`src/rtl/gb_video_pkg.sv`:
```
// Shared definitions for the Game Boy pixel-stream receiver:
// frame geometry, receiver states and error-flag bit positions.
package gb_video_pkg;

  localparam int GB_H_ACTIVE  = 160;
  localparam int GB_V_ACTIVE  = 144;
  localparam int GB_FB_ADDR_W = 15;

  localparam int ERR_OVF   = 0;
  localparam int ERR_SHORT = 1;

  typedef enum logic [1:0] {
    SEEK   = 2'd0,
    ACTIVE = 2'd1,
    DONE   = 2'd2
  } rx_state_t;

endpackage

```
`src/rtl/gb_sync_edge.sv`:
```
// Multi-stage synchronizer for one asynchronous pin followed by a
// rising-edge detector. The detected edge is a registered one-cycle pulse,
// so it appears SYNC_STAGES+1 clk edges after the pin changes.
module gb_sync_edge #(
  parameter int SYNC_STAGES = 2
) (
  input  logic clk,
  input  logic rst,
  input  logic din,
  output logic rise
);

  logic [SYNC_STAGES-1:0] sync_q;
  logic                   prev;

  // Shift the pin through the synchronizer, then compare against the
  // previous synchronized level to find a 0 -> 1 transition.
  always_ff @(posedge clk) begin
    if (rst) begin
      sync_q <= '0;
      prev   <= 1'b0;
      rise   <= 1'b0;
    end else begin
      sync_q <= {sync_q[SYNC_STAGES-2:0], din};
      prev   <= sync_q[SYNC_STAGES-1];
      rise   <= sync_q[SYNC_STAGES-1] & ~prev;
    end
  end

endmodule

```
`src/rtl/gb_video_rx.sv`:
```
// Game Boy pixel-stream receiver. Samples the asynchronous pclk/hsync/vsync/
// pixel pins, rebuilds (x, y) and produces a linear frame-buffer write port.
// Optional statistics counters are enabled by defining GB_VIDEO_RX_STATS_EN.
module gb_video_rx
  import gb_video_pkg::*;
#(
  parameter int H_ACTIVE    = GB_H_ACTIVE,
  parameter int V_ACTIVE    = GB_V_ACTIVE,
  parameter int ADDR_W      = GB_FB_ADDR_W,
  parameter int SYNC_STAGES = 2
) (
  input  logic              clk,
  input  logic              rst,
  input  logic              gb_pclk,
  input  logic              gb_hsync,
  input  logic              gb_vsync,
  input  logic [1:0]        gb_pixel,
  output logic              wr_en,
  output logic [ADDR_W-1:0] wr_addr,
  output logic [1:0]        wr_data,
  output logic              frame_done,
  output logic              locked,
`ifdef GB_VIDEO_RX_STATS_EN
  output logic [1:0]        err,
  output logic [15:0]       frame_cnt,
  output logic [15:0]       err_cnt
`else
  output logic [1:0]        err
`endif
);

  localparam int X_W = $clog2(H_ACTIVE + 1);
  localparam int Y_W = $clog2(V_ACTIVE + 1);

  if (SYNC_STAGES < 2) begin : g_bad_sync
    $error("gb_video_rx: SYNC_STAGES must be at least 2");
  end
  if ((64'd1 << ADDR_W) < 64'(H_ACTIVE) * 64'(V_ACTIVE)) begin : g_bad_addr
    $error("gb_video_rx: ADDR_W too small for H_ACTIVE*V_ACTIVE");
  end

  logic pclk_rise;
  logic hsync_rise;
  logic vsync_rise;

  gb_sync_edge #(.SYNC_STAGES(SYNC_STAGES)) u_pclk_edge (
    .clk  (clk),
    .rst  (rst),
    .din  (gb_pclk),
    .rise (pclk_rise)
  );

  gb_sync_edge #(.SYNC_STAGES(SYNC_STAGES)) u_hsync_edge (
    .clk  (clk),
    .rst  (rst),
    .din  (gb_hsync),
    .rise (hsync_rise)
  );

  gb_sync_edge #(.SYNC_STAGES(SYNC_STAGES)) u_vsync_edge (
    .clk  (clk),
    .rst  (rst),
    .din  (gb_vsync),
    .rise (vsync_rise)
  );

  logic [1:0] pix_sync [SYNC_STAGES];
  logic [1:0] pix_q;

  // Pixel data follows the same depth as pclk plus one register, so pix_q is
  // valid in exactly the cycle that pclk_rise is asserted.
  always_ff @(posedge clk) begin
    if (rst) begin
      for (int i = 0; i < SYNC_STAGES; i++) begin
        pix_sync[i] <= 2'b00;
      end
      pix_q <= 2'b00;
    end else begin
      pix_sync[0] <= gb_pixel;
      for (int i = 1; i < SYNC_STAGES; i++) begin
        pix_sync[i] <= pix_sync[i-1];
      end
      pix_q <= pix_sync[SYNC_STAGES-1];
    end
  end

  rx_state_t         state;
  logic [X_W-1:0]    x;
  logic [Y_W-1:0]    y;
  logic [ADDR_W-1:0] line_base;

  logic              px_write;
  logic              ev_ovf;
  logic              ev_short;
  logic              ev_frame;
  logic [X_W-1:0]    x_after;
  logic [Y_W-1:0]    y_next;

  // Classify this cycle's edges into write / error / frame events. vsync
  // takes priority; within a line the pixel is accounted before hsync.
  always_comb begin
    px_write = 1'b0;
    ev_ovf   = 1'b0;
    ev_short = 1'b0;
    ev_frame = 1'b0;
    x_after  = x;
    y_next   = y + Y_W'(1);
    case (state)
      ACTIVE: begin
        if (vsync_rise) begin
          ev_short = 1'b1;
        end else begin
          if (pclk_rise) begin
            if (x < X_W'(H_ACTIVE)) begin
              px_write = 1'b1;
            end else begin
              ev_ovf = 1'b1;
            end
          end
          x_after = x + X_W'(px_write);
          if (hsync_rise && (x_after != X_W'(H_ACTIVE))) begin
            ev_short = 1'b1;
          end
        end
      end
      DONE: begin
        if (vsync_rise) begin
          ev_frame = 1'b1;
        end else if (pclk_rise) begin
          ev_ovf = 1'b1;
        end
      end
      default: ;
    endcase
  end

  // Receiver FSM with registered write port, status and sticky error flags.
  always_ff @(posedge clk) begin
    if (rst) begin
      state      <= SEEK;
      x          <= '0;
      y          <= '0;
      line_base  <= '0;
      wr_en      <= 1'b0;
      wr_addr    <= '0;
      wr_data    <= 2'b00;
      frame_done <= 1'b0;
      locked     <= 1'b0;
      err        <= 2'b00;
    end else begin
      wr_en      <= px_write;
      frame_done <= ev_frame;
      if (px_write) begin
        wr_addr <= line_base + ADDR_W'(x);
        wr_data <= pix_q;
      end
      if (ev_ovf) begin
        err[ERR_OVF] <= 1'b1;
      end
      if (ev_short) begin
        err[ERR_SHORT] <= 1'b1;
      end
      case (state)
        SEEK: begin
          if (vsync_rise) begin
            x         <= '0;
            y         <= '0;
            line_base <= '0;
            state     <= ACTIVE;
            locked    <= 1'b1;
          end
        end
        ACTIVE: begin
          if (vsync_rise) begin
            x         <= '0;
            y         <= '0;
            line_base <= '0;
          end else if (hsync_rise) begin
            x         <= '0;
            y         <= y_next;
            line_base <= line_base + ADDR_W'(H_ACTIVE);
            if (y_next == Y_W'(V_ACTIVE)) begin
              state <= DONE;
            end
          end else begin
            x <= x_after;
          end
        end
        DONE: begin
          if (vsync_rise) begin
            x         <= '0;
            y         <= '0;
            line_base <= '0;
            state     <= ACTIVE;
          end
        end
        default: begin
          state  <= SEEK;
          locked <= 1'b0;
        end
      endcase
    end
  end

`ifdef GB_VIDEO_RX_STATS_EN
  // Frame counter wraps; error counter saturates so a long soak stays readable.
  always_ff @(posedge clk) begin
    if (rst) begin
      frame_cnt <= 16'h0000;
      err_cnt   <= 16'h0000;
    end else begin
      if (ev_frame) begin
        frame_cnt <= frame_cnt + 16'h0001;
      end
      if ((ev_ovf || ev_short) && (err_cnt != 16'hFFFF)) begin
        err_cnt <= err_cnt + 16'h0001;
      end
    end
  end
`endif

endmodule

```
`config.mk`:
```
export PLATFORM = sky130hd
export DESIGN_NAME = gb_video_rx
export DESIGN_NICKNAME = d
export VERILOG_FILES = /design/src/rtl/gb_video_pkg.sv /design/src/rtl/gb_sync_edge.sv /design/src/rtl/gb_video_rx.sv
export SDC_FILE = /design/constraint.sdc
export NUM_CORES = 1
export LEC_CHECK = 0
export CAP_MARGIN = 10
export CORE_MARGIN = 5
export CORE_UTILIZATION = 45
export CTS_BUF_LIST = sky130_fd_sc_hd__clkbuf_4
export DETAILED_ROUTE_END_ITERATION = 8
export DONT_BUFFER_PORTS = 1
export SKIP_LAST_GASP = 1
export SYNTH_ARGS = -nofsm -noshare
export SYNTH_HDL_FRONTEND = slang
export SYNTH_SLANG_ARGS = --single-unit
```
`constraint.sdc`:
```
create_clock -name clk -period 4.74 [get_ports clk]
set_input_delay 0.948 -clock clk [delete_from_list [all_inputs] [get_ports clk]]
set_output_delay 0.948 -clock clk [all_outputs]
set_load 0.005 [all_outputs]
```
# Yosys cells after proc, flatten, opt, wreduce, memory -nomap -nowiden
# Memory sizes are Yosys's and may differ from the RTL's. A register that Yosys moved wholly into a read port is not among the register bits.
# Cells that the tools add are included.
# W data, S select, Z words.
[op_classes]
add_sub_neg = 4
magnitude_cmp = 1
eq_ne = 10
muxes = 39
bitwise = 10
reduce_logical = 10
[ops]
columns = ["cell", "count"]
rows = [
  ["$mux W15", 3],
  ["$mux W8", 5],
  ["$pmux W8 S2", 2],
  ["$pmux W15 S2", 1],
  ["$mux W1", 19],
  ["$add A15 B8 Y15", 1],
  ["$add A15 B8 Y15 const B", 1],
  ["$mux W2", 6],
  ["$add A8 B1 Y8", 1],
  ["$add A8 B1 Y8 const B", 1],
  ["$eq A8 B8 Y1 const B", 1],
  ["$lt A8 B8 Y1 const B", 1],
  ["$ne A8 B8 Y1 const B", 1],
  ["$ne A2 B1 Y1 const B", 3],
  ["$reduce_or A2 Y1", 3],
  ["$not A1 Y1", 5],
  ["$ne A2 B2 Y1 const B", 2],
  ["$pmux W1 S2", 2],
  ["$pmux W2 S2", 1],
  ["$reduce_and A2 Y1", 2],
  ["$reduce_and A4 Y1", 1],
  ["$and A1 B1 Y1", 3],
  ["$ne A3 B1 Y1 const B", 1],
  ["$reduce_and A3 Y1", 1],
  ["6 further kinds", 7],
]
[totals]
regBits = 67
ramBits = 4
in_bits = 7
out_inout_bits = 22
word_cells = 95
n_memories = 1
[mem_list]
columns = ["name", "depth", "word_bits", "rd", "rd_clocked_by_memory_dff", "wr", "line", "text"]
rows = [
  ["pix_sync", 2, 2, 2, 1, 2, "gb_video_rx.sv:67", "logic [1:0] pix_sync [SYNC_STAGES];"],
]

# Logic depth before layout (Yosys ltp)
[depth]
word_depth = 11
depth_mapped = 9
mapped_depth_nobuf = 9

# Hierarchy
# Synthesis repeated with hierarchy kept, for this count alone.
[unflattened]
hier_cells = 352
hier_area_um2 = 3079.2
[modules_own_cells]
columns = ["module", "instances", "cells_each", "area_each_um2", "seq_area_each_um2"]
rows = [
  ["gb_video_rx", 1, 328, 2745.1, 1121.1],
  ["gb_sync_edge", 3, 8, 111.4, 80.1],
]

# Worst setup path before layout
# OpenSTA, ideal clock, no wires.
[synth_timing]
path_kind = "register -> register"
start = "reg state[0]"
end = "reg y[7]"
setup_ns = 0.070
arrival_time_ns = 2.134
required_ns = 4.670
slack_ns = 2.535
stages_incl_launch_ff = 8
n_path_buf = 1
period_less_slack_ns = 2.205
cell_sequence = "dfxtp_1 inv_1 ha_1 or3_1 buf_2 or3_4 or4_1 a21oi_1"
[synth_via]
elab_chain_len = 4
word_cells_on_any_way = 9
cone_classes = "eq/ne: 4; mux: 1; reduce/logical: 4"
[synth_lines]
columns = ["element", "line", "text"]
rows = [
  ["start, declared", "gb_video_rx.sv:87", "rx_state_t state;"],
  ["start signal, assigned", "gb_video_rx.sv:140", "state <= SEEK;"],
  ["start signal, assigned", "gb_video_rx.sv:169", "state <= ACTIVE;"],
  ["start signal, assigned", "gb_video_rx.sv:183", "state <= DONE;"],
  ["$eq A2 B2 Y1 or $logic_not A2 Y1 (tied branches)", "gb_video_rx.sv:163", "case (state)"],
  ["$reduce_or A2 Y1 (no source line)", "n/a", ""],
  ["$ne A2 B1 Y1 (no source line) or $reduce_bool A2 Y1 (tied branches)", "n/a", ""],
  ["$reduce_and A3 Y1 (no source line)", "n/a", ""],
  ["end signal, assigned", "gb_video_rx.sv:180", "y <= y_next;"],
  ["end, declared", "gb_video_rx.sv:89", "logic [Y_W-1:0] y;"],
]
# Several ways; a longest one is shown, not always the timed one.
# A chain may end at the register's enable or synchronous reset.

# Worst setup path in the final report
# Same ends and word-level chain as after synthesis.

==> results.toml <==
[timing]
drv_slew = 0
finalCriticalPeriod_ns = 2.40
rsz0062_at_grt = "no"
hold_slack_ns = 0.397
setup_tns_ns = 0
setup_viol = 0
slew_headroom = 0.409
min_period_over_period = 0.506
tightest_slew_ns = 0.886
worst_slack_ns = 2.34
hold_viol = 0
fmax_mhz = 417
finClkSkew_ns = 0.0167

[logic_synthesis]
synthTopCellsByArea = "dfxtp_1, nor2_1, ha_1"
synth_common_cells = "dfxtp_1, nor2_1, nand2_1"
synth-edff-count = 0
avgSynthCellArea_sq_um = 8.66
syn_inst = 350
yosysWarnings = 0
yosysTopAreaCell = "dfxtp_1"
yosys.area.top_type_share = 0.449
synth_nets = 369
synth-main-ff-cell = "dfxtp_1"
mappedNetlistArea_sq_mm = 0.00303
yosysSeqAreaShare = 0.449
synth-seq-cells = 68
synth.most_common_cell = "dfxtp_1"
synth_cell_types = 49
async_flop_share = 0

[clock_network]
htree_levels = 3
cts_root_buf = "clkbuf_4"
clk_pin_slew_ns = 0.12
ctsResizeCount = 0
cts_setup_buffers = 0
postCtsHoldBufs = 0
clk_latency_ns = 0.44
cts_sinks = 68
clock_path_buffers = 2
cts_buffers = 9
cts_tree = "built"

[route]
wirelength_mm = 6.13
antenna_left = 0
drtPass1Iterations = 5
via_per_inst = 5.55
drc = 0
vias = 2364
detail_route.wl_per_cell_microns = 14.4
drt_iter0_drc = 133

[placed_design]
dp_hpwl_mm = 4.13
port_buffers = 0
dp_slack_ns = 2.39
gp_congestion = 0.802

[finish]
multi_input_area_sq_mm = 0.00157
regArea_sq_mm = 0.00136
areaGrowthSynthToFinish_pct = 5.61
final.fill_count = 663
diodes = 0
drive_above_1_share = 0.0665
nNetsFinal = 360

[global_route]
grt_pass1_vias = 2167
grt.overflow.total = 0
grt_max_degree = 63
grt_pass1_wl_mm = 10.7
use_met2 = 0.220
grt_antenna_before_repair = 0
grtUsageMet1 = 0.220
groute.layer.met3.usage = 0.0468
gr-usage-all-layers = 0.156
gr-max-usage-layer = "met2"

[hold_path]
hold_end = "u_pclk_edge.rise$_SDFF_PP0_"
holdCritPathClass = "reg2reg"
hp-start = "u_pclk_edge.prev$_SDFF_PP0_"
holdPathStages = 1

[worst_setup_path]
rr_endpoint = "y[7]$_SDFFE_PP0P_"
cp_data_required_time_ns = 5.11
r2r_cells = 6
arrival_ns = 2.77
path_max_fanout = 6
critPathKind = "reg2reg"
rrSetupSlack_ns = 2.34
end_kind = "flip-flop"
worstReg2RegStart = "state[0]$_SDFFE_PP0P_"
startpoint_type = "flip-flop"

[power]
power_frac_seq = 0.549
ir_drop_uv = 246
clkPwrFrac = 0.369
p_leak_uw = 0.00111
p_per_area_mw_per_mm2 = 341
swShare = 0.279
p_int_uw = 788
net-switching-power_uw = 305
p_comb_frac = 0.082

[floorplanning]
die_y_microns = 92.1
core_sq_mm = 0.00668
start_util = 0.454
dieArea_sq_mm = 0.00848
io_pins = 29
rows = 30
die_x_microns = 92.1

[run_status]
outcome = "finished, final reports clean"

[flow_run]
maxCapViolations = 0
-- layout make-up --
type,count,share of cell area
multi-input cells,255,0.489
well taps,80,0.0313
inverters,7,0.00821
clock buffers,9,0.0211
clock inverters,7,0.0250
flip-flops and latches,68,0.425
-- cells in the final DEF (no fill, tap or decap), types with 3 or more instances in the layout --
master	count
inv_1	7
a21oi_1	23
clkbuf_4	9
dfxtp_1	68
inv_6	4
or3_1	4
nor2b_1	22
nand2_1	34
a211oi_1	12
and2_1	3
nor4_1	3
ha_1	12
nand3_1	8
nor2_1	41
or4_1	3
a31oi_1	5
or2_2	3
nand3b_1	4
o21ai_0	12
a22oi_1	6
nor3_1	7
xnor2_1	11
nand2b_1	3
and3_1	4
xor2_1	5
-- worst max-delay path by stage --
stage          cells after the start                   to                   from  slack [ns]
2_1_floorplan                      7    y[7]$_SDFFE_PP0P_  state[0]$_SDFFE_PP0P_        2.54
3_3_place_gp                       7  err[1]$_SDFFE_PP0P_      x[5]$_SDFFE_PP0P_        2.44
3_5_place_dp                       6    y[7]$_SDFFE_PP0P_  state[0]$_SDFFE_PP0P_        2.39
4_1_cts                            6    y[7]$_SDFFE_PP0P_  state[0]$_SDFFE_PP0P_        2.34
5_1_grt                            7  err[1]$_SDFFE_PP0P_      x[5]$_SDFFE_PP0P_        2.19
6_report                           6    y[7]$_SDFFE_PP0P_  state[0]$_SDFFE_PP0P_        2.34
-- cells by family after synthesis --
| family | count (synthesis) | share of synthesized area |
|---|---|---|
| xor+xnor | 16 | 0.0462 |
| buf+inv | 27 | 0.0343 |
| simple gates | 150 | 0.255 |
| compound gates | 76 | 0.163 |
| fa+ha+maj | 12 | 0.0495 |
| mux | 1 | 0.00330 |
| flops | 68 | 0.449 |
-- flip-flops by register name, summed over array words and instances, names as in the netlist, 4 cells and up --
| name | flops |
|---|---|
| y | 8 |
| wr_addr | 15 |
| x | 8 |
| pix_sync | 4 |
| line_base | 10 |
-- power groups by stage --
| stage | clock (uW) | sequential, uW | combinational, uW |
|---|---|---|---|
| after floorplan | 0 | 607 | 81.0 |
| after global placement | 0 | 612 | 88.5 |
| after detailed placement | 0 | 612 | 88.8 |
| after CTS | 418 | 600 | 89.5 |
| after global routing | 437 | 603 | 104 |
| final | 403 | 600 | 89.5 |
-- critical path, stage by stage (launching register included) --
cell     delay [ns]
dfxtp_1        0.41
inv_1          0.08
ha_1           0.24
or3_1          0.50
or3_4          0.44
or4_1          0.52
a21oi_1        0.15
-- through the flow --
| stage | utilization | std cells | instance area, sq um | total power [uW] |
|---|---|---|---|---|
| final | 0.479 | 426 | 3200 | 1090 |
| after global routing | 0.479 | 426 | 3200 | 1140 |
| after CTS | 0.479 | 426 | 3200 | 1110 |
| after detailed placement | 0.457 | 410 | 3050 | 701 |
| after global placement | 0.457 | 410 | 3050 | 701 |
| after floorplan | - | 350 | 3030 | 688 |
-- layer usage --
| metal | up-vias | wire [microns] |
|---|---|---|
| met2 | 52 | 2680 |
| met4 | 0 | 72 |
| met1 | 1098 | 3060 |
| met3 | 9 | 322 |
| li1 | 1205 | - |
| met5 | - | 0 |
Power figures use the tool's default switching activity.
